--- src/rtl/priv_1_12_debug_ctrl.sv ---
// Debug halt/resume/single-step sequencer for the 1.12 privilege unit.
// Drains the pipeline, latches dpc/cause, and pulses debug-mode entry/exit.
module priv_1_12_debug_ctrl #(
  parameter int DRAIN_TIMEOUT = 64
) (
  input  logic        CLK,
  input  logic        RST,
  input  logic        haltreq,
  input  logic        resumereq,
  input  logic        ebreak_dmode,
  input  logic [31:0] ebreak_pc,
  input  logic        dcsr_step,
  input  logic        pipe_idle,
  input  logic        commit_valid,
  input  logic [31:0] next_pc,
  output logic        stall_fetch,
  output logic        enter_dmode,
  output logic        exit_dmode,
  output logic        dpc_wen,
  output logic [31:0] dpc_wdata,
  output logic [2:0]  dcsr_cause,
  output logic        halted,
  output logic        resumeack,
  output logic        drain_timeout
);

  localparam int CW = (DRAIN_TIMEOUT > 1) ? $clog2(DRAIN_TIMEOUT) : 1;
  localparam logic [CW-1:0] CNT_LAST = CW'(DRAIN_TIMEOUT - 1);

  localparam logic [2:0] RUNNING    = 3'd0;
  localparam logic [2:0] DRAIN      = 3'd1;
  localparam logic [2:0] HALT_ENTER = 3'd2;
  localparam logic [2:0] HALTED     = 3'd3;
  localparam logic [2:0] RESUME     = 3'd4;
  localparam logic [2:0] STEP       = 3'd5;

  localparam logic [2:0] CAUSE_EBREAK  = 3'd1;
  localparam logic [2:0] CAUSE_HALTREQ = 3'd3;
  localparam logic [2:0] CAUSE_STEP    = 3'd4;

  logic [2:0]    state;
  logic [CW-1:0] cnt;
  logic [2:0]    cause_q;
  logic [31:0]   dpc_q;
  logic          timeout_q;

  always_ff @(posedge CLK) begin
    if (RST) begin
      state     <= RUNNING;
      cnt       <= '0;
      cause_q   <= '0;
      dpc_q     <= '0;
      timeout_q <= 1'b0;
    end else begin
      case (state)
        RUNNING: begin
          if (ebreak_dmode) begin
            state   <= HALT_ENTER;
            cause_q <= CAUSE_EBREAK;
            dpc_q   <= ebreak_pc;
          end else if (haltreq) begin
            state   <= DRAIN;
            cause_q <= CAUSE_HALTREQ;
            cnt     <= '0;
          end
        end
        DRAIN: begin
          // A committed debug ebreak supersedes whatever caused the drain.
          if (ebreak_dmode) begin
            state   <= HALT_ENTER;
            cause_q <= CAUSE_EBREAK;
            dpc_q   <= ebreak_pc;
          end else if (pipe_idle) begin
            state <= HALT_ENTER;
            dpc_q <= next_pc;
          end else if (cnt == CNT_LAST) begin
            state     <= HALT_ENTER;
            dpc_q     <= next_pc;
            timeout_q <= 1'b1;
          end else begin
            cnt <= cnt + CW'(1);
          end
        end
        HALT_ENTER: state <= HALTED;
        HALTED: begin
          if (resumereq) state <= RESUME;
        end
        RESUME: state <= dcsr_step ? STEP : RUNNING;
        STEP: begin
          if (ebreak_dmode) begin
            state   <= HALT_ENTER;
            cause_q <= CAUSE_EBREAK;
            dpc_q   <= ebreak_pc;
          end else if (haltreq) begin
            state   <= DRAIN;
            cause_q <= CAUSE_HALTREQ;
            cnt     <= '0;
          end else if (commit_valid) begin
            state   <= DRAIN;
            cause_q <= CAUSE_STEP;
            cnt     <= '0;
          end
        end
        default: state <= RUNNING;
      endcase
    end
  end

  // The hart stays in debug mode through the RESUME cycle; the flag clears on its exit edge.
  assign stall_fetch   = (state == DRAIN) || (state == HALT_ENTER) ||
                         (state == HALTED) || (state == RESUME);
  assign enter_dmode   = (state == HALT_ENTER);
  assign dpc_wen       = (state == HALT_ENTER);
  assign exit_dmode    = (state == RESUME);
  assign resumeack     = (state == RESUME);
  assign halted        = (state == HALTED) || (state == RESUME);
  assign dpc_wdata     = dpc_q;
  assign dcsr_cause    = cause_q;
  assign drain_timeout = timeout_q;

endmodule

--- config.mk ---
export PLATFORM = sky130hd
export DESIGN_NAME = priv_1_12_debug_ctrl
export DESIGN_NICKNAME = d
export VERILOG_FILES = /design/src/rtl/priv_1_12_debug_ctrl.sv
export SDC_FILE = /design/constraint.sdc
export NUM_CORES = 1
export LEC_CHECK = 0
export BUFFER_PORTS_ARGS = -buffer_cell sky130_fd_sc_hd__buf_2
export CAP_MARGIN = 5
export CORE_MARGIN = 8
export CORE_UTILIZATION = 46
export DETAILED_ROUTE_END_ITERATION = 8
export GPL_TIMING_DRIVEN = 1
export MAX_ROUTING_LAYER = met4
export PLACE_DENSITY_LB_ADDON = 0.25
export SLEW_MARGIN = 15
export SYNTH_ARGS = -nofsm -noshare
export SYNTH_HDL_FRONTEND = slang
export SYNTH_SLANG_ARGS = --single-unit
export TNS_END_PERCENT = 100
--- constraint.sdc ---
create_clock -name CLK -period 2.1 [get_ports CLK]
set_input_delay 0.315 -clock CLK [delete_from_list [all_inputs] [get_ports CLK]]
set_output_delay 0.315 -clock CLK [all_outputs]
set_load 0.01 [all_outputs]
; ---- Yosys cells after proc, flatten, opt, wreduce, memory -nomap -nowiden
; Cells that the tools add are included.
[totals]
output_inout_bits = 42
input_bits = 72
reg_bits = 45
elab_cells = 72
[op_classes]
n_eq_ne = 19
n_addsub = 1
n_reduce_logical = 13
bitwise_logic = 2
n_mux = 32
[ops]
columns = operator, count
row1 = 32-bit two-way mux, 4
row2 = 32-bit one-hot mux with 2 select lines, 1
row3 = 3-bit two-way mux, 16
row4 = 6-bit two-way mux, 8
row5 = 3-bit one-hot mux with 6 select lines, 1
row6 = 6-bit one-hot mux with 3 select lines, 1
row7 = "2-bit inequality test, second input constant", 8
row8 = 4-bit AND reduction, 3
row9 = 3-bit one-hot mux with 3 select lines, 1
row10 = "4-bit inequality test, second input constant", 2
row11 = 8-bit AND reduction, 1
row12 = "6-bit by 1-bit adder with 6-bit output, second input constant", 1
row13 = "3-bit by 2-bit equality test with 1-bit output, second input constant", 2
row14 = "3-bit equality test, second input constant", 2
row15 = "6-bit equality test, second input constant", 1
row16 = "3-bit inequality test, second input constant", 2
row17 = 1-bit logical OR, 4
row18 = "3-bit by 1-bit equality test with 1-bit output, second input constant", 1
row19 = 3-bit logical NOT, 1
row20 = 3-bit AND reduction, 1
row21 = 3-bit nonzero test, 1
row22 = "2-bit by 1-bit inequality test with 1-bit output, second input constant", 1
row23 = 1-bit NOT, 2
row24 = 2-bit nonzero test, 1
row25 = 2-bit OR reduction, 1

; ---- Logic depth before layout (Yosys ltp)
[logic_depth]
depth_word = 5
depth_mapped = 6
mapped_depth_nobuf = 5

; ---- Worst setup path after synthesis
; Ideal clock, no wire load.
[synth_timing]
path_kind = register -> register
from = register cnt[0]
to = register dpc_q[0], in the netlist dpc_wdata[0]
t_required_ns = 2.025
slack_ns = 0.222
period_less_slack_ns = 1.878
t_arrival_ns = 1.803
setup_ns = 0.075
stages_incl_launch_ff = 7
n_path_buf = 1
cell_sequence = dfxtp_1 -> ha_1 -> nand2_1 -> or4b_4 -> a211o_4 -> buf_6 -> o22ai_1
[synth_between]
elab_chain_len = 3
[synth_lines]
columns = element, line_no
row1 = "start, declared", 42  ; logic [CW-1:0] cnt;
row2 = "start signal, assigned", 81  ; cnt <= cnt + CW'(1);
row3 = 6-bit equality test, 76  ; end else if (cnt == CNT_LAST) begin
row4 = 4-bit inequality test (no source line), n/a
row5 = 3-bit AND reduction (no source line), n/a
row6 = "end signal, assigned", 72  ; dpc_q <= ebreak_pc;
row7 = "end signal, assigned", 75  ; dpc_q <= next_pc;
row8 = "end signal, assigned", 78  ; dpc_q <= next_pc;
row9 = "end, declared", 44  ; logic [31:0] dpc_q;
; No other way between the ends.
; A chain may end at the register's enable or synchronous reset.

; ---- Final worst setup path
[layout_timing]
from = register cnt[0]
to = register dpc_q[21], in the netlist dpc_wdata[21]
; Same word-level chain as after synthesis.

==> metrics.md <==
| Metric | Value |
|---|---|
| Die span in x | 86.2 um |
| Pwr Density | ~750 nW/um^2 |
| Levels on crit path | 5 |
| Clk buf depth | 2 |
| CTS buffer count | 5 |
| Pin count of the biggest net entering global routing | 37 |
| Worst EP required | between 2 and 2.5 ns |
| Final hold violations | 0 |
| PnR Total Power | roughly 2300 uW |
| Residual DRC count | 0 |
| H-tree levels | 2 |
| Cells along the critical path | ha_1, nand2_1, or4b_4, a211o_4, o22ai_1 |
| Pleak | approximately 0.0015 uW |
| Crit path launch type | flop |
| Ys flop type | dfxtp_1 |
| Clk pin slew, worst setup/hold paths | roughly 0.090 ns |
| Post-route ant nets | 0 |
| Vias per Instance | about 5.4 |
| CP delay by family, top | simple AND/OR/NAND/NOR gates |
| Initial Utilization | 0.479 |
| Min-delay worst type | in2reg |
| Starting DRT DRC Count | 152 |
| Tcrit/Tclk final | 0.961 |
| All-Layer GR Usage | 0.166 |
| Seq/Total Area, Yosys | 0.398 |
| Slew HR | 0.511 |
| Syn Inst Count | 253 |
| Clk_lat worst skew | around 0.30 ns |
| Worst R2R Setup Slack | about 0.081 ns |
| Hold Crit Depth | 3 |
| # setup viols final | 0 |
| Clk sink count | 45 |
| Worst-margin pin slew | 0.734 ns |
| Metal2 WL | 3260 um |
| Status | finished clean |
| Core Util, Final | 0.640 |
| Root cell of the clock tree | clkbuf_8 |
| Setup_tns | 0 ns |
| Synthesized Nets | roughly 330 |
| First-pass GRT wire length | roughly 9900 um |
| Worst Path Buf+Inv | 0 |
| Syn_area_per_cell | ~9 um^2 |
| Hold_buf cts | 0 |
| Core box area | 4720 um^2 |
| CTS tree | done |
| Gpl congestion | between 0.9 and 1 |
| DP HPWL | about 4800 um |
| Die Ht | ~86 um |
| GRT overflow | 0 |
| Ys Warns | 0 |
| First drt pass iteration count | 4 |
| WL per Instance | about 15 um |
| Distinct cells, synth | between 40 and 50 |
| Seq cells post-synth | 45 |
| Worst path arrival time | ~2.2 ns |
| Post-synth EDFFs | 0 |
| Vias | roughly 2.3k |
| Area Growth Syn to Fin | 33.4% |
| Setup crit end kind | flop |
| Row count | 25 |
| Achievable clock frequency | about 500 MHz |
| Detailed Route WL | around 6600 um |
| Unrepaired setup endpoints after global routing | no |
| Met3 WL | ~480 um |
| Synth Cell Area | around 2300 um^2 |
| DR top layer | met4 |
| Vias in the first global route | 2,197 |
| WS Path Type | reg2reg |
| Tmin final | around 2.0 ns |
| Buffers on Ports | between 100 and 150 |
| Number of diodes | 0 |
| Maxcap violations | 0 |
| Final Max Slew Viols | 0 |
| Final net count | about 440 |
| Peak fanout along the critical path | 16 |
| Slowest cell delay on critical path | between 0.5 and 0.6 ns |
| Peak supply drop | roughly 0.45 mV |
| Max stage delay cell, worst path | or4b_4 |
| # IOs | 114 |
| Initial antenna violation count | 0 |
| WL met1 | about 2800 um |
| Clk_skew | approximately 0.014 ns |
| R2R depth | 5 |
| Total die area | about 7400 um^2 |
| Synth async-reset ratio | 0 |
| Share of cells above drive strength 1 | 0.396 |
## worst paths after layout
check	end	startpoint
min reg2reg	dpc_wdata[23]	dpc_wdata[23]
max reg2reg	dpc_wdata[21]	cnt[0]
max	dpc_wdata[21]	cnt[0]
min	state[2]	dcsr_step
## cell usage after synthesis (all sizes together) (2+ instances only)
cell / n / area [um^2]
a211o: 2 / 26.3
a211oi: 5 / 37.5
a21oi: 7 / 35.0
a221oi: 2 / 17.5
a2bb2oi: 2 / 17.5
a311oi: 2 / 17.5
a31oi: 4 / 25.0
buf: 15 / 96.3
clkbuf: 6 / 22.5
dfxtp: 45 / 901
inv: 6 / 22.5
mux2i: 33 / 330
nand2: 40 / 150
nand3: 2 / 15.0
nor2: 9 / 33.8
nor2b: 5 / 31.3
nor3: 4 / 20.0
o211a: 3 / 30.0
o211ai: 2 / 15.0
o21ai: 4 / 20.0
o22ai: 34 / 225
o31ai: 2 / 15.0
## layer usage
metal  up-vias  GRT usage
li1       1158          -
met1      1067      0.184
met2        98      0.279
met3         4     0.0487
met4         0     0.0494
met5         -          -
## area by class of cell
type / instances / area (um^2)
flip-flops and latches: 45 / 901
repair buffers: 123 / 666
fillers: 420 / 1700
well taps: 67 / 83.8
clock buffers: 5 / 68.8
clock inverters: 3 / 25.0
inverters: 7 / 26.3
multi-input cells: 181 / 1250
## flip-flops by register name (all words and copies together) (netlist names)
signal	cells
dpc_wdata	32
cnt	6
dcsr_cause	3
state	3
drain_timeout	1
## placed cells by master (no fill, tap or decap), types with 2 or more instances in the layout
cell type	Yosys	routed
a2bb2oi_1	2	2
mux2i_1	33	33
nand2_1	40	40
o211ai_1	2	2
buf_2	8	113
o21ai_0	3	3
clkbuf_8	0	5
o31ai_1	2	2
inv_1	6	6
a211o_4	1	2
nor2_1	9	9
a221oi_1	2	2
nor3_1	4	4
o211a_1	3	3
nor2b_1	5	5
o22ai_2	2	2
a311oi_1	2	2
a21oi_1	7	6
dfxtp_1	45	45
o22ai_1	32	32
buf_12	0	2
a211oi_1	5	5
a31oi_1	4	4
buf_4	2	8
## worst min-delay path: stages
cell and delay [ns]:
buf_2 0.10, nand2_1 0.05, a311oi_1 0.07
## kinds of logic (layout without fill, tap and decap cells)
logic type	Yosys count	count (layout)	synth area share
xor+xnor	2	2	0.00774
mux	33	33	0.146
buf+inv	28	138	0.0641
fa+ha+maj	1	1	0.00552
simple gates	69	69	0.143
flops	45	45	0.398
compound gates	75	76	0.236
## stage by stage
stage / hold slack [ns] / cell area, um^2 / setup slack (ns) / std cells
final: 0.289 / 3020 / 0.0809 / 431
after global routing: 0.282 / 3020 / 0.000488 / 431
after CTS: 0.278 / 3000 / 0.0191 / 430
after detailed placement: 0.456 / 2910 / 0.0567 / 422
after global placement: 0.452 / 2910 / 0.120 / 422
after floorplan: 0.458 / 2260 / 0.222 / 253
## repair_timing
action                     in CTS  in global routing
setup buffers                   0                  0
setup endpoints to repair       0                 32
gates resized for setup         0                  1
## where the power goes
part / total [uW] / switching [uW] / internal, uW / leakage, uW
Combinational: 710 / 379 / 331 / 0.00109
Sequential: 998 / 51.7 / 946 / 0.000370
Clock: 551 / 311 / 240 / 0.0000447
Note: power is estimated with default switching activity, not from simulation.
